--- config.mk ---
export PLATFORM = sky130hd
export DESIGN_NAME = freq_counter_bcd
export DESIGN_NICKNAME = d
export VERILOG_FILES = /design/src/rtl/freq_counter_pkg.sv /design/src/rtl/bin2bcd_serial.sv /design/src/rtl/freq_counter_bcd.sv
export SDC_FILE = /design/constraint.sdc
export NUM_CORES = 1
export LEC_CHECK = 0
export BUFFER_PORTS_ARGS = -buffer_cell sky130_fd_sc_hd__buf_2
export CAP_MARGIN = 20
export CELL_PAD_IN_SITES_DETAIL_PLACEMENT = 1
export CELL_PAD_IN_SITES_GLOBAL_PLACEMENT = 1
export CORE_MARGIN = 4
export CORE_UTILIZATION = 25
export CTS_BUF_LIST = sky130_fd_sc_hd__clkbuf_8
export CTS_CLUSTER_SIZE = 20
export DETAILED_ROUTE_END_ITERATION = 8
export PLACE_DENSITY = 0.57
export SLEW_MARGIN = 10
export SYNTH_ARGS = -nofsm -noshare
export SYNTH_HDL_FRONTEND = slang
export SYNTH_SLANG_ARGS = --single-unit
--- constraint.sdc ---
create_clock -name clk -period 4.1 [get_ports clk]
set_clock_uncertainty 0.1 [all_clocks]
set_input_delay 0.615 -clock clk [delete_from_list [all_inputs] [get_ports clk]]
set_output_delay 0.615 -clock clk [all_outputs]
set_load 0.005 [all_outputs]
--- src/rtl/freq_counter_pkg.sv ---
// Shared types and constants for the gapless BCD frequency counter.
// Holds the converter state encoding and the helpers that size the edge counter.
package freq_counter_pkg;

   typedef enum logic [1:0] {
      CONV_IDLE  = 2'd0,
      CONV_SHIFT = 2'd1,
      CONV_DONE  = 2'd2
   } conv_state_e;

   // Shift cycles plus load and done leave headroom before the next window ends.
   localparam int MIN_PERIOD_OFFSET = 4;

   function automatic int count_bits_for(input int digits);
      int max_plus_one = 1;
      for (int i = 0; i < digits; i++) begin
         max_plus_one = max_plus_one * 10;
      end
      return $clog2(max_plus_one);
   endfunction

endpackage

--- src/rtl/bin2bcd_serial.sv ---
// Serial double-dabble converter: one binary bit per cycle, then a one-cycle
// DONE state that registers the result and pulses valid.
module bin2bcd_serial
   import freq_counter_pkg::*;
#(
   parameter int DIGITS     = 3,
   parameter int COUNT_BITS = 10
) (
   input  logic                  clk,
   input  logic                  reset_n,
   input  logic                  start,
   input  logic [COUNT_BITS-1:0] bin,
   input  logic                  sat_in,
   output logic [4*DIGITS-1:0]   bcd,
   output logic                  overflow,
   output logic                  valid
);

   localparam int SR_BITS  = 4*DIGITS + COUNT_BITS;
   localparam int CNT_BITS = $clog2(COUNT_BITS + 1);

   conv_state_e          state_q;
   logic [SR_BITS-1:0]   sr_q;
   logic [SR_BITS-1:0]   sr_shifted;
   logic [4*DIGITS-1:0]  nib_adj;
   logic [CNT_BITS-1:0]  bit_cnt_q;
   logic                 sat_q;
   logic [4*DIGITS-1:0]  bcd_q;
   logic                 ovf_q;
   logic                 valid_q;

   // Add-3 correction on every BCD nibble before the shift.
   generate
      for (genvar gi = 0; gi < DIGITS; gi++) begin : g_adj
         logic [3:0] nib;
         assign nib = sr_q[COUNT_BITS + 4*gi +: 4];
         assign nib_adj[4*gi +: 4] = (nib >= 4'd5) ? nib + 4'd3 : nib;
      end
   endgenerate

   assign sr_shifted = {nib_adj, sr_q[COUNT_BITS-1:0]} << 1;

   always_ff @(posedge clk or negedge reset_n) begin
      if (!reset_n) begin
         state_q   <= CONV_IDLE;
         sr_q      <= '0;
         bit_cnt_q <= '0;
         sat_q     <= 1'b0;
         bcd_q     <= '0;
         ovf_q     <= 1'b0;
         valid_q   <= 1'b0;
      end else begin
         valid_q <= 1'b0;
         case (state_q)
            CONV_IDLE: begin
               if (start) begin
                  sr_q      <= {{(4*DIGITS){1'b0}}, bin};
                  sat_q     <= sat_in;
                  bit_cnt_q <= '0;
                  state_q   <= CONV_SHIFT;
               end
            end
            CONV_SHIFT: begin
               sr_q      <= sr_shifted;
               bit_cnt_q <= bit_cnt_q + CNT_BITS'(1);
               if (bit_cnt_q == CNT_BITS'(COUNT_BITS - 1)) begin
                  state_q <= CONV_DONE;
               end
            end
            CONV_DONE: begin
               bcd_q   <= sr_q[SR_BITS-1 -: 4*DIGITS];
               ovf_q   <= sat_q;
               valid_q <= 1'b1;
               state_q <= CONV_IDLE;
            end
            default: state_q <= CONV_IDLE;
         endcase
      end
   end

   assign bcd      = bcd_q;
   assign overflow = ovf_q;
   assign valid    = valid_q;

   // The minimum gate period keeps a new window from ending mid-conversion.
   start_only_when_idle_a: assert property (
      @(posedge clk) disable iff (!reset_n) start |-> state_q == CONV_IDLE);

endmodule

--- src/rtl/freq_counter_bcd.sv ---
// Gapless frequency counter: synchronised edge detect, gate window, saturating
// edge count and programmable period, feeding the serial BCD converter.
module freq_counter_bcd
   import freq_counter_pkg::*;
#(
   parameter int DIGITS         = 3,
   parameter int PERIOD_BITS    = 16,
   parameter int DEFAULT_PERIOD = 1200
) (
   input  logic                   clk,
   input  logic                   reset_n,
   input  logic                   signal,
   input  logic [PERIOD_BITS-1:0] period,
   input  logic                   period_load,
   output logic [4*DIGITS-1:0]    bcd,
   output logic                   valid,
   output logic                   overflow
);

   localparam int COUNT_BITS = count_bits_for(DIGITS);
   localparam int MIN_PERIOD = COUNT_BITS + MIN_PERIOD_OFFSET;
   localparam logic [COUNT_BITS-1:0]  MAX_COUNT = COUNT_BITS'(10**DIGITS - 1);
   localparam logic [PERIOD_BITS-1:0] MIN_P     = PERIOD_BITS'(MIN_PERIOD);

   logic                   sync1_q, sync2_q, sync_prev_q, edge_pulse_q;
   logic [PERIOD_BITS-1:0] win_cnt_q, win_cnt_d;
   logic [PERIOD_BITS-1:0] cur_period_q, cur_period_d;
   logic [PERIOD_BITS-1:0] pend_period_q, pend_period_d;
   logic [COUNT_BITS-1:0]  edge_cnt_q, edge_cnt_d;
   logic                   sat_q, sat_d;
   logic                   win_last;
   logic                   at_max;
   logic [COUNT_BITS-1:0]  cnt_total;
   logic                   sat_total;

   always_comb begin
      win_last  = (win_cnt_q == cur_period_q - PERIOD_BITS'(1));
      at_max    = (edge_cnt_q == MAX_COUNT);
      // Totals include this cycle's edge so the last-cycle edge lands in the ending window.
      cnt_total = (edge_pulse_q && !at_max) ? edge_cnt_q + COUNT_BITS'(1) : edge_cnt_q;
      sat_total = sat_q | (edge_pulse_q & at_max);

      pend_period_d = pend_period_q;
      if (period_load) begin
         pend_period_d = (period < MIN_P) ? MIN_P : period;
      end

      if (win_last) begin
         win_cnt_d    = '0;
         edge_cnt_d   = '0;
         sat_d        = 1'b0;
         cur_period_d = pend_period_q;
      end else begin
         win_cnt_d    = win_cnt_q + PERIOD_BITS'(1);
         edge_cnt_d   = cnt_total;
         sat_d        = sat_total;
         cur_period_d = cur_period_q;
      end
   end

   always_ff @(posedge clk or negedge reset_n) begin
      if (!reset_n) begin
         sync1_q       <= 1'b0;
         sync2_q       <= 1'b0;
         sync_prev_q   <= 1'b0;
         edge_pulse_q  <= 1'b0;
         win_cnt_q     <= '0;
         edge_cnt_q    <= '0;
         sat_q         <= 1'b0;
         cur_period_q  <= PERIOD_BITS'(DEFAULT_PERIOD);
         pend_period_q <= PERIOD_BITS'(DEFAULT_PERIOD);
      end else begin
         sync1_q       <= signal;
         sync2_q       <= sync1_q;
         sync_prev_q   <= sync2_q;
         edge_pulse_q  <= sync2_q & ~sync_prev_q;
         win_cnt_q     <= win_cnt_d;
         edge_cnt_q    <= edge_cnt_d;
         sat_q         <= sat_d;
         cur_period_q  <= cur_period_d;
         pend_period_q <= pend_period_d;
      end
   end

   bin2bcd_serial #(
      .DIGITS     (DIGITS),
      .COUNT_BITS (COUNT_BITS)
   ) u_conv (
      .clk      (clk),
      .reset_n  (reset_n),
      .start    (win_last),
      .bin      (cnt_total),
      .sat_in   (sat_total),
      .bcd      (bcd),
      .overflow (overflow),
      .valid    (valid)
   );

endmodule

# After elaboration in Yosys (flattened, before gate mapping)
# Index checks and enable logic that the tools add are counted.
[totals] reg_bits=106 word_cells=61 output_inout_bits=14
[op_classes] n_mux=16 eq_ne=7 order_cmp=4 n_bitwise=4 n_reduce_logical=7 n_addsub=7
[ops] operator="$pmux W22 S2" n=1
[ops] operator="$mux W16" n=2
[ops] operator="$mux W22" n=1
[ops] operator="$mux W10" n=2
[ops] operator="$add A16 B1 Y16 const B" n=1
[ops] operator="$eq A16 B16 Y1" n=1
[ops] operator="$lt A16 B4 Y1 const B" n=1
[ops] operator="$sub A16 B1 Y16 const B" n=1
[ops] operator="$ge A4 B3 Y1 const B" n=3
[ops] operator="$mux W4" n=3
[ops] operator="$add A10 B1 Y10 const B" n=1
[ops] operator="$eq A10 B10 Y1 const B" n=1
[ops] operator="$add A4 B2 Y4 const B" n=2
[ops] operator="$pmux W4 S2" n=1
[ops] operator="$reduce_and A2 Y1" n=3
[ops] operator="$add A4 B1 Y4 const B" n=1
[ops] operator="$eq A4 B4 Y1 const B" n=1
[ops] operator="$mux W2" n=2
[ops] operator="$ne A2 B1 Y1 const B" n=2
[ops] operator="$pmux W2 S2" n=1
[ops] operator="$add A3 B2 Y3 const B" n=1
[ops] operator="$mux W3" n=1
[ops] operator="$and A1 B1 Y1" n=2
[ops] operator="$eq A2 B1 Y1 const B" n=1
[ops] operator="8 further kinds" n=9

# Logic depth before layout (Yosys ltp)
[logic_depth] ltp_word=6 mapped_depth=12

# Cells and area by module
# From an unflattened synthesis, not the netlist that was laid out.
[hier_totals] cells_unflattened=508 hier_area_um2=5407.7
[by_module_without_submodules] mod="freq_counter_bcd" cells_each=302 area_per_inst_um2=3293.2 instances=1 seq_area_each_um2=1586.5
[by_module_without_submodules] mod="bin2bcd_serial" cells_each=206 area_per_inst_um2=2114.5 instances=1 seq_area_each_um2=1076.0

# Least setup slack after synthesis
# OpenSTA, ideal clock, no wires.
[synth_timing] path_type="reg2reg" start="register cur_period_q[2]" end="register cur_period_q[11]" t_required_ns=3.875 stages_incl_launch_ff=11 setup_ns=0.125 path_slack_ns=1.077 arrival_time_ns=2.798 period_less_slack_ns=3.023 path_cell_list="dfrtp_1 -> nor4_1 -> and3_1 -> clkbuf_1 -> nand3_1 -> xnor2_1 -> or4_1 -> buf_2 -> nor2_2 -> buf_2 -> mux2_2"
[synth_via] elab_chain_len=2
[synth_lines] element="start, declared" line="freq_counter_bcd.sv:27" rtl="logic [PERIOD_BITS-1:0] cur_period_q, cur_period_d;"
[synth_lines] element="start signal, assigned" line="freq_counter_bcd.sv:70" rtl="cur_period_q <= PERIOD_BITS'(DEFAULT_PERIOD);"
[synth_lines] element="start signal, assigned" line="freq_counter_bcd.sv:80" rtl="cur_period_q <= cur_period_d;"
[synth_lines] element="$sub A16 B1 Y16" line="freq_counter_bcd.sv:37" rtl="win_last = (win_cnt_q == cur_period_q - PERIOD_BITS'(1));"
[synth_lines] element="$eq A16 B16 Y1" line="freq_counter_bcd.sv:37"
# No other way between the ends.
# A chain may end at the register's enable or synchronous reset.

# Worst setup path after layout
[layout_timing] start="register cur_period_q[0]" end="register u_conv.sr_q[21]"
[layout_via] elab_chain_len=4
[layout_lines] element="$sub A16 B1 Y16" line="freq_counter_bcd.sv:37"
[layout_lines] element="$eq A16 B16 Y1" line="freq_counter_bcd.sv:37"
[layout_lines] element="$ne A2 B1 Y1 (no source line)"
[layout_lines] element="$reduce_and A2 Y1 (no source line)"
[layout_lines] element="end signal, assigned" line="bin2bcd_serial.sv:57" rtl="sr_q <= {{(4*DIGITS){1'b0}}, bin};"
[layout_lines] element="end signal, assigned" line="bin2bcd_serial.sv:64" rtl="sr_q <= sr_shifted;"
[layout_lines] element="end, declared" line="bin2bcd_serial.sv:23" rtl="logic [SR_BITS-1:0] sr_q;"
# No other way between the ends.

==> out/qor.yml <==
outcome: "complete, no violations"
tns_ns: 0
cts_tree: "yes"
wl_per_cell_um: 15.5
cts_sinks: 106
syn_area_mm2: 0.00535
worstPathRequired_ns: 4.25
synth_nets: 542
synth_edf_count: 0
first_iter_violations: 174
start_util: 0.254
power.density_mw_per_mm2: 322
wl_um: 12700
area_growth_pct: 12.4
synthCells: 511
cp.arrival_ns: 3.69
firstDrtPassIters: 4
ys_seq_area_frac: 0.498
core-area_mm2: 0.0210
placed_area_mm2: 0.00581
utilization: 0.286
port_buffers: 33
synth-async-reset-ratio: 1.00
p_clk_frac: 0.344
grt_pass1_wl_um: 21900
p_comb_frac: 0.069
clk_path_buf_depth: 2
antenna_found_initial: 0
end_kind: "flop"
ant_nets: 0
period_needed_ns: 3.53
dp_hpwl_um: 9050
wl_met1_um: 5630
grt_max_degree: 40
cts.reportedPaths.clkPinSlew_ns: 0.11
p_seq_frac: 0.587
tightest_slew_ns: 0.888
max_freq_mhz: 283
p_sw_frac: 0.261
avgSynthCellArea_um2: 10.5
dieArea_mm2: 0.0238
viasPerCell: 4.79
design_area_mm2: 0.00601
instances_no_fill: 818
place_congestion: 0.780
setup_viol: 0
grt_pass1_vias: 4268
hold_viol_final: 0
crit_type: "flop to flop"
intPower_mw: 1.43
synthFlopType: "dfrtp_1"
cts_hold_repair.buffers: 0
synth_cell_types: 48
route.met3.wl_um: 328
vias: 3922
drv_cap: 0
die_w_um: 154
drc: 0
clk_latency_ns: 0.39
power_switching_uw: 506
grt_use_total: 0.113
final_layout_size_suffix_gt1_frac: 0.184
ios: 34
cts_resized: 0
power_leakage_nw: 2.67
wl_met2_um: 6570
n_antenna_cell: 0
die_h_um: 154
relSlewSlack: 0.408
numCtsBuffers: 9
worst-path-max-fanout: 21
min_period_over_period: 0.862
max-vdd-ir-drop_mv: 0.146
row_count: 53
grt_remaining_overflow: 0
cts_setup_buffers: 0
ys_seq_elements: 106
fin_nets: 569
place_inst: 802
root_buffer: "clkbuf_8"
slew_violations: 0
maxUsedRoutingLayer: "met4"
cts_htree_levels: 3
rsz0062_at_grt: "false"
hold_path.class: "primary input to asynchronous set/reset pin"
startpoint_type: "flop"
yosys_warnings: 0
[metal layers]
layer  vias to the layer above  global-route usage
met4                         0              0.0282
met5                         -                   0
met1                      2010               0.136
met2                        34               0.198
met3                        10              0.0313
li1                       1868                   -
[state kept, by name, indices dropped and copies added (netlist names)]
register	cells
sync2_q	1
edge_cnt_q	10
pend_period_q	16
u_conv.sr_q	22
sync_prev_q	1
cur_period_q	16
u_conv.overflow	1
u_conv.bit_cnt_q	4
edge_pulse_q	1
sat_q	1
sync1_q	1
u_conv.state_q	2
u_conv.bcd	12
u_conv.sat_q	1
u_conv.valid	1
win_cnt_q	16
[worst max-delay path, stage by stage, from the launching register on]
cell and delay (ns):
dfrtp_1 0.45, inv_1 0.09, ha_1 0.30, nor3b_1 0.39
a22oi_1 0.18, nor4_1 0.33, nand4b_1 0.13, or4_1 0.48
nor2_4 0.49, buf_4 0.32, o311ai_0 0.13
[cells in the mapped netlist, types with 2 or more instances]
master,count,area (um2)
dfrtp_1,98,2450
nor2_1,42,158
mux2_2,31,349
xnor2_1,29,254
nand2_1,24,90.1
o21ai_0,23,115
clkbuf_1,18,67.6
inv_1,18,67.6
nand2b_1,16,100
xor2_1,16,140
nor4_1,15,93.8
nand3_1,14,70.1
nor2b_1,13,81.3
a21oi_1,12,60.1
o31ai_1,12,90.1
ha_1,11,138
a22oi_1,10,75.1
nand4_1,10,62.6
a211o_1,9,78.8
a22o_1,9,78.8
nor3_1,9,45.0
dfstp_2,8,210
and3_1,6,37.5
buf_2,6,30.0
nand3b_1,5,37.5
o21ai_1,5,25.0
a31oi_1,4,25.0
mux2i_1,4,40.0
nor3b_1,4,30.0
nand4b_1,3,26.3
o22a_1,3,26.3
o311ai_0,3,26.3
or4_1,3,22.5
a21o_1,2,15.0
o22ai_1,2,12.5
or2_2,2,12.5
[metrics by stage]
stage | hold WS (ns) | setup WS (ns) | power, mW
after detailed placement | 0.240 | 0.509 | 1.30
after global placement | 0.239 | 0.623 | 1.28
final | 0.0789 | 0.566 | 1.94
after CTS | 0.0837 | 0.479 | 1.97
after floorplan | 0.219 | 1.08 | 1.22
after global routing | 0.0857 | 0.210 | 2.05
[placed cells by master (no fill, tap or decap), types with 11 or more instances in the layout]
cell      Yosys  layout
o31ai_1      12      12
nand2b_1     16      16
nor4_1       15      15
mux2_2       31      31
inv_1        18      19
nor2b_1      13      13
a21oi_1      12      12
buf_2         6      32
dfrtp_1      98      98
nand2_1      24      24
xor2_1       16      16
nand3_1      14      14
ha_1         11      11
xnor2_1      29      29
nor2_1       42      42
o21ai_0      23      23
[power groups by stage]
stage	Sequential [mW]	Clock [mW]	Combinational, mW
floorplan	1.14	0	0.0818
global placement	1.15	0	0.132
detailed placement	1.16	0	0.138
CTS	1.14	0.697	0.139
global route	1.14	0.744	0.158
finish	1.14	0.666	0.133
[cell type report]
type,instances,area (um2)
fillers,2388,15000
flip-flops and latches,106,2660
multi-input cells,361,2500
well taps,275,344
repair buffers,42,235
clock buffers,9,124
clock inverters,7,71.3
inverters,18,67.6
[logic make-up (layout without fill, tap and decap cells)]
group | Yosys count | count (layout) | synth area share
flops | 106 | 106 | 0.498
simple gates | 172 | 172 | 0.171
xor+xnor | 45 | 45 | 0.0737
compound gates | 97 | 97 | 0.122
fa+ha+maj | 11 | 11 | 0.0257
mux | 36 | 36 | 0.0749
buf+inv | 44 | 76 | 0.0344
[worst paths after layout]
check / startpoint / to / slack, ns / cells past startpoint
min in group clk: signal / sync1_q$_DFF_PN0_ / 0.24 / 1
min: reset_n / win_cnt_q[13]$_DFF_PN0_ / 0.08 / 1
max reg2reg: cur_period_q[0]$_DFFE_PN0N_ / u_conv.sr_q[21]$_DFFE_PN0P_ / 0.57 / 10
max in group asynchronous: reset_n / cur_period_q[4]$_DFFE_PN1N_ / 2.92 / 2
max: cur_period_q[0]$_DFFE_PN0N_ / u_conv.sr_q[21]$_DFFE_PN0P_ / 0.57 / 10
min reg2reg: sync1_q$_DFF_PN0_ / sync2_q$_DFF_PN0_ / 0.26 / 0
Power figures use the tool's default switching activity.
